File: src/rtl/seg7_pkg.sv
// Shared state encoding and display constants for the 7-segment display scheduler.
package seg7_pkg;

    typedef enum logic [1:0] {
        ST_IDLE,
        ST_ROTATE,
        ST_ALERT
    } seg7_state_t;

    localparam int SEG7_W = 16;
    localparam logic [SEG7_W-1:0] BLANK_WORD = 16'h0000;

endpackage

File: src/rtl/seg7_rr_pick.sv
// Round-robin picker: finds the first enabled index strictly after cur, wrapping,
// so a lone enabled source picks itself and an empty vector returns cur unchanged.
module seg7_rr_pick #(
    parameter int NUM_SRC = 4,
    parameter int SEL_W   = 2
) (
    input  logic [NUM_SRC-1:0] en,
    input  logic [SEL_W-1:0]   cur,
    output logic [SEL_W-1:0]   nxt,
    output logic               any_en
);

    always_comb begin
        // NOTE: every output gets a default before the loop; a path that leaves one unassigned infers a latch.
        nxt    = cur;
        any_en = |en;
        // Scan from the farthest offset down so the nearest enabled index wins.
        for (int k = NUM_SRC; k >= 1; k--) begin
            if (en[(int'(cur) + k) % NUM_SRC]) begin
                nxt = SEL_W'((int'(cur) + k) % NUM_SRC);
            end
        end
    end

endmodule

File: src/rtl/seg7_display_scheduler.sv
// Time-shares one 4-digit hex display between NUM_SRC sources in round-robin,
// with a one-shot alert word that preempts rotation for ALERT_CYCLES.
module seg7_display_scheduler
    import seg7_pkg::*;
#(
    parameter  int NUM_SRC      = 4,
    parameter  int DWELL_CYCLES = 50_000_000,
    parameter  int ALERT_CYCLES = 100_000_000,
    parameter  int CNT_W        = 27,
    localparam int SEL_W        = $clog2(NUM_SRC)
) (
    input  logic                        clk,
    input  logic                        clr,
    input  logic [SEG7_W*NUM_SRC-1:0]   src_data,
    input  logic [NUM_SRC-1:0]          src_en,
    input  logic                        hold,
    input  logic                        next_btn,
    input  logic                        alert_req,
    input  logic [SEG7_W-1:0]           alert_data,
    output logic                        alert_ack,
    output logic [SEG7_W-1:0]           disp_x,
    output logic [SEL_W-1:0]            disp_sel,
    output logic                        disp_alert,
    output logic                        disp_blank
);

    seg7_state_t       state, state_nxt;
    logic [SEL_W-1:0]  sel, sel_nxt, pick_cur, pick_nxt;
    logic [CNT_W-1:0]  timer, timer_nxt;
    logic [SEG7_W-1:0] alert_word, disp_x_nxt;
    logic              any_en, accept;

    // From IDLE, searching after the top index yields the lowest enabled source.
    assign pick_cur = (state == ST_IDLE) ? SEL_W'(NUM_SRC - 1) : sel;

    seg7_rr_pick #(
        .NUM_SRC (NUM_SRC),
        .SEL_W   (SEL_W)
    ) u_pick (
        .en     (src_en),
        .cur    (pick_cur),
        .nxt    (pick_nxt),
        .any_en (any_en)
    );

    always_comb begin
        state_nxt = state;
        sel_nxt   = sel;
        timer_nxt = timer;
        accept    = 1'b0;
        case (state)
            ST_IDLE: begin
                if (alert_req) begin
                    accept    = 1'b1;
                    state_nxt = ST_ALERT;
                    timer_nxt = '0;
                end else if (any_en) begin
                    state_nxt = ST_ROTATE;
                    sel_nxt   = pick_nxt;
                    timer_nxt = '0;
                end
            end
            ST_ROTATE: begin
                // Alert outranks every rotation event in the same cycle.
                if (alert_req) begin
                    accept    = 1'b1;
                    state_nxt = ST_ALERT;
                    timer_nxt = '0;
                end else if (!any_en) begin
                    state_nxt = ST_IDLE;
                    timer_nxt = '0;
                end else if (!src_en[sel] || next_btn ||
                             (!hold && timer == CNT_W'(DWELL_CYCLES - 1))) begin
                    sel_nxt   = pick_nxt;
                    timer_nxt = '0;
                end else if (!hold) begin
                    timer_nxt = timer + 1'b1;
                end
            end
            ST_ALERT: begin
                if (timer == CNT_W'(ALERT_CYCLES - 1)) begin
                    timer_nxt = '0;
                    if (!any_en) begin
                        state_nxt = ST_IDLE;
                    end else begin
                        state_nxt = ST_ROTATE;
                        sel_nxt   = src_en[sel] ? sel : pick_nxt;
                    end
                end else begin
                    timer_nxt = timer + 1'b1;
                end
            end
            default: state_nxt = ST_IDLE;
        endcase
    end

    // Display registers track the state being entered, so a new source shows for a full dwell.
    always_comb begin
        disp_x_nxt = BLANK_WORD;
        case (state_nxt)
            ST_ALERT:  disp_x_nxt = accept ? alert_data : alert_word;
            ST_ROTATE: disp_x_nxt = src_data[SEG7_W*int'(sel_nxt) +: SEG7_W];
            default:   disp_x_nxt = BLANK_WORD;
        endcase
    end

    assign alert_ack = accept && !clr;
    assign disp_sel  = sel;

    always_ff @(posedge clk) begin
        // NOTE: state registers use non-blocking assignments so every flop samples pre-edge values.
        if (clr) begin
            state      <= ST_IDLE;
            sel        <= '0;
            timer      <= '0;
            disp_x     <= BLANK_WORD;
            disp_alert <= 1'b0;
            disp_blank <= 1'b1;
        end else begin
            state      <= state_nxt;
            sel        <= sel_nxt;
            timer      <= timer_nxt;
            disp_x     <= disp_x_nxt;
            disp_alert <= (state_nxt == ST_ALERT);
            disp_blank <= (state_nxt == ST_IDLE);
        end
    end

    // NOTE: alert_word has no reset; it is always written on accept before it is ever displayed.
    always_ff @(posedge clk) begin
        if (accept) begin
            alert_word <= alert_data;
        end
    end

endmodule

File: config.mk
export PLATFORM = sky130hd
export DESIGN_NAME = seg7_display_scheduler
export DESIGN_NICKNAME = d
export VERILOG_FILES = /design/src/rtl/seg7_pkg.sv /design/src/rtl/seg7_rr_pick.sv /design/src/rtl/seg7_display_scheduler.sv
export SDC_FILE = /design/constraint.sdc
export NUM_CORES = 1
export LEC_CHECK = 0
export ABC_CLOCK_PERIOD_IN_PS = 3400
export CELL_PAD_IN_SITES_DETAIL_PLACEMENT = 0
export CELL_PAD_IN_SITES_GLOBAL_PLACEMENT = 1
export CORE_ASPECT_RATIO = 2
export CORE_UTILIZATION = 36
export CTS_BUF_LIST = sky130_fd_sc_hd__clkbuf_2
export DETAILED_ROUTE_END_ITERATION = 8
export PLACE_DENSITY = 0.83
export SETUP_SLACK_MARGIN = 0.1
export SLEW_MARGIN = 20
export SYNTH_ARGS = -nofsm -noshare
export SYNTH_HDL_FRONTEND = slang
export SYNTH_HIERARCHICAL = 1
export SYNTH_SLANG_ARGS = --single-unit
File: constraint.sdc
create_clock -name clk -period 3.4 [get_ports clk]
set_input_delay 0.68 -clock clk [delete_from_list [all_inputs] [get_ports clk]]
set_output_delay 0.68 -clock clk [all_outputs]
set_load 0.1 [all_outputs]
==> reports/results.ini <==
[power]
ir_drop_mv=0.388
p_leak_nw=2.04
power_density_nw_per_um2=471

[worst_setup_path]
rrSetupSlack_ns=0.34
slowest_delay_ns=0.44
crit_start=state[0]
cpMaxStageDelayCell=dfxtp_1
cp.required_ns=3.83
endpoint_kind=flip-flop
path_max_fanout=16
reg2reg_depth=13
start_kind=flip-flop
cp_cell_sequence=inv_1 > ha_1 > or2_2 > nor2b_1 > a221o_1 > and3_1 > a211o_1 > mux2i_1 > o31ai_1 > buf_4 > nand2b_1 > buf_12 > o221ai_2
timing.rr.end=disp_x[9]
critPathKind=reg2reg
cp_data_arrival_time_ns=3.49
reg2reg_from=state[0]

[hold_path]
holdPathStages=1
min_to=alert_word[13]
hp-class=reg2reg
worstHoldStart=alert_word[13]

[logic_synthesis]
ys.flop_type=dfxtp_1
syn-instance-count=374
yosys_warnings=6
synthXorXnorAreaFrac_pct=4.38
synth_async_sr_flop_share_pct=0
synth_mux_area_share_pct=16.6
yosysUniqueCellTypes=55
synth_top_family_by_area=simple AND/OR/NAND/NOR gates
ys_seq_elements=65
synth_compound_area_share_pct=15.0
seq_area_frac_synth_pct=36.2
synthSimpleGateAreaFrac_pct=20.9
syn_avg_cell_area_um2=9.62
synth_area_um2=3600
synth_edf_count=0
synthAdderAreaFrac_pct=3.13
syn_nets=472

[cts]
ctsRootBufferMaster=clkbuf_2
ctsHoldBuffers=0
clkSinkCount=65
post-cts-setup-buffers=0
cts_max_level=3
ctsResizeCount=0
cts_tree=done
clkSlewWorstSetupHoldPaths_ns=0.18
clk_path_buf_depth=2
insertion_delay_ns=0.52
numCtsBuffers=9

[placed_design]
place_congestion=0.877
port_buffers=109
dp_slack_ns=-0.0620
hpwl_um=7520
placed_cell_area_um2=5020

[timing]
finalHoldViolCount=0
setup_ws_ns=0.343
timing.final.crit_share_pct=89.9
setup-violations-final=0
grt_setup_unrepaired=no
skew_ns=0.0275
tightest_slew_ns=0.992
max_freq_mhz=327
slew_viol_final=0
finalCriticalPeriod_ns=3.06
slew-limit-headroom_pct=33.7

[job]
cap_violations=0

[global_routing]
track_usage_pct=19.3
first_global_vias=3352
grt_max_degree=28
grt_antenna_before_repair=1
grt_pass1_wl_um=15400
gr-total-overflow=0

[floorplan]
coreArea_um2=9700
start_util_pct=37.1
ioPinCount=110
die_height_um=143
die_w_um=72.7
rows=51
die-area_um2=10400

[cells_and_area]
layout-drive-gt1-share_pct=18.8
final_area_um2=5160
multi_input_area_um2=2160
final_common_cell=clkdlybuf4s50_1
fill_cells=927
fin_nets=603
area_delta_synth_final_pct=43.5
final_cell_mix=clkdlybuf4s50_1 (104), dfxtp_1 (65), mux2i_1 (37)
final-seq-area_um2=1300

[detailed_routing]
wirelength_um=9310
drtPass1Iterations=6
drc=0
initialDrtViolationCount=85
num_vias=3254
vias_per_cell=5.06
drtAntennaViolNets=0
avgRoutedWirePerCell_um=14.5

[run_status]
status=complete, no violations

-- power by group --
group          total [mW]  internal, mW  switching, mW
combinational       0.996         0.428          0.568
clock               0.555         0.243          0.312
sequential          0.879         0.845         0.0342
-- logic make-up (layout without fill, tap and decap cells) --
group | count (synthesis) | after routing
compound gates | 64 | 64
other cells | 0 | 1
mux | 56 | 56
flops | 65 | 65
simple gates | 133 | 133
xor+xnor | 18 | 18
fa+ha+maj | 9 | 9
buf+inv | 29 | 165
-- state kept, by name, summed over array words and instances, names as in the netlist --
signal / cells
disp_blank: 1
alert_word: 16
disp_alert: 1
disp_x: 16
state: 2
disp_sel: 2
timer: 27
-- synth_stat cells, types with 2 or more instances --
cell type  count  area share [%]
xor2_1        15             3.7
nand4b_1       2            0.49
buf_6          3            0.94
a21o_1         2            0.42
or3_1          9             1.6
inv_1         12             1.3
mux2i_1       37              10
nand2_1       31             3.2
xnor2_1        3            0.73
nand4_1        8             1.4
mux2_2        17             5.3
or2_2          3            0.52
nand3_1       11             1.5
buf_2          6            0.83
o31ai_1        2            0.42
a211oi_2       2            0.70
nand3_2        2            0.56
nor2b_1        7             1.2
and3_1         3            0.52
o221ai_1       4            0.97
o221ai_2      12             5.0
nand2b_1       4            0.70
ha_1           9             3.1
a211oi_1       2            0.42
a21oi_1       16             2.2
nor2_1        34             3.5
and2_1         4            0.70
o21ai_0       14             1.9
nand3b_1       2            0.42
clkbuf_1       6            0.63
dfxtp_1       65              36
nand4bb_1      3            0.94
and4_1         2            0.49
-- per-layer routing --
layer  track usage (%)  vias to the layer above  wire length (um)
met5                 0                        -                 0
met3              4.98                       20               508
met4              9.70                        0               283
met2              37.6                      103              5320
li1                  -                     1611                 -
met1              17.7                     1520              3200
-- worst max-delay path by stage --
stage | end | slack, ns | cells past startpoint
floorplan | disp_x[2] | 0.12 | 9
global placement | disp_x[15] | -0.01 | 14
detailed placement | disp_x[12] | -0.06 | 10
CTS | disp_x[9] | 0.34 | 13
global route | disp_x[5] | 0.15 | 12
finish | disp_x[9] | 0.34 | 13
-- critical path: cells and delay by family (launching register included) --
| family | cells | cell delay, ns |
|---|---|---|
| flip-flops | 1 | 0.44 |
| AND/OR/NAND/NOR | 4 | 0.83 |
| adder cells (fa/ha/maj) | 1 | 0.26 |
| multiplexers | 1 | 0.13 |
| AO/OA/AOI/OAI | 4 | 0.93 |
| buffers and inverters | 3 | 0.39 |
-- metrics by stage --
stage	instances	hold slack (ns)	total power, mW	setup TNS [ns]	utilization [%]
after floorplan	374	0.450	1.59	0	-
after global routing	643	0.510	2.56	0	53.2
after detailed placement	626	0.462	1.90	-0.614	51.8
after global placement	626	0.457	1.88	-0.0743	51.8
final	643	0.497	2.43	0	53.2
after CTS	642	0.503	2.46	0	53.2
-- cell type report --
cell class / count / area share, %
Sequential cell: 65 / 25.2
Inverter: 12 / 0.872
Timing Repair Buffer: 137 / 26.2
Tap cell: 132 / 3.20
Clock inverter: 7 / 1.84
Antenna cell: 1 / 0.0485
Multi-Input combinational cell: 280 / 41.8
Clock buffer: 9 / 0.872
No activity file was read; power rests on OpenSTA's default activity.
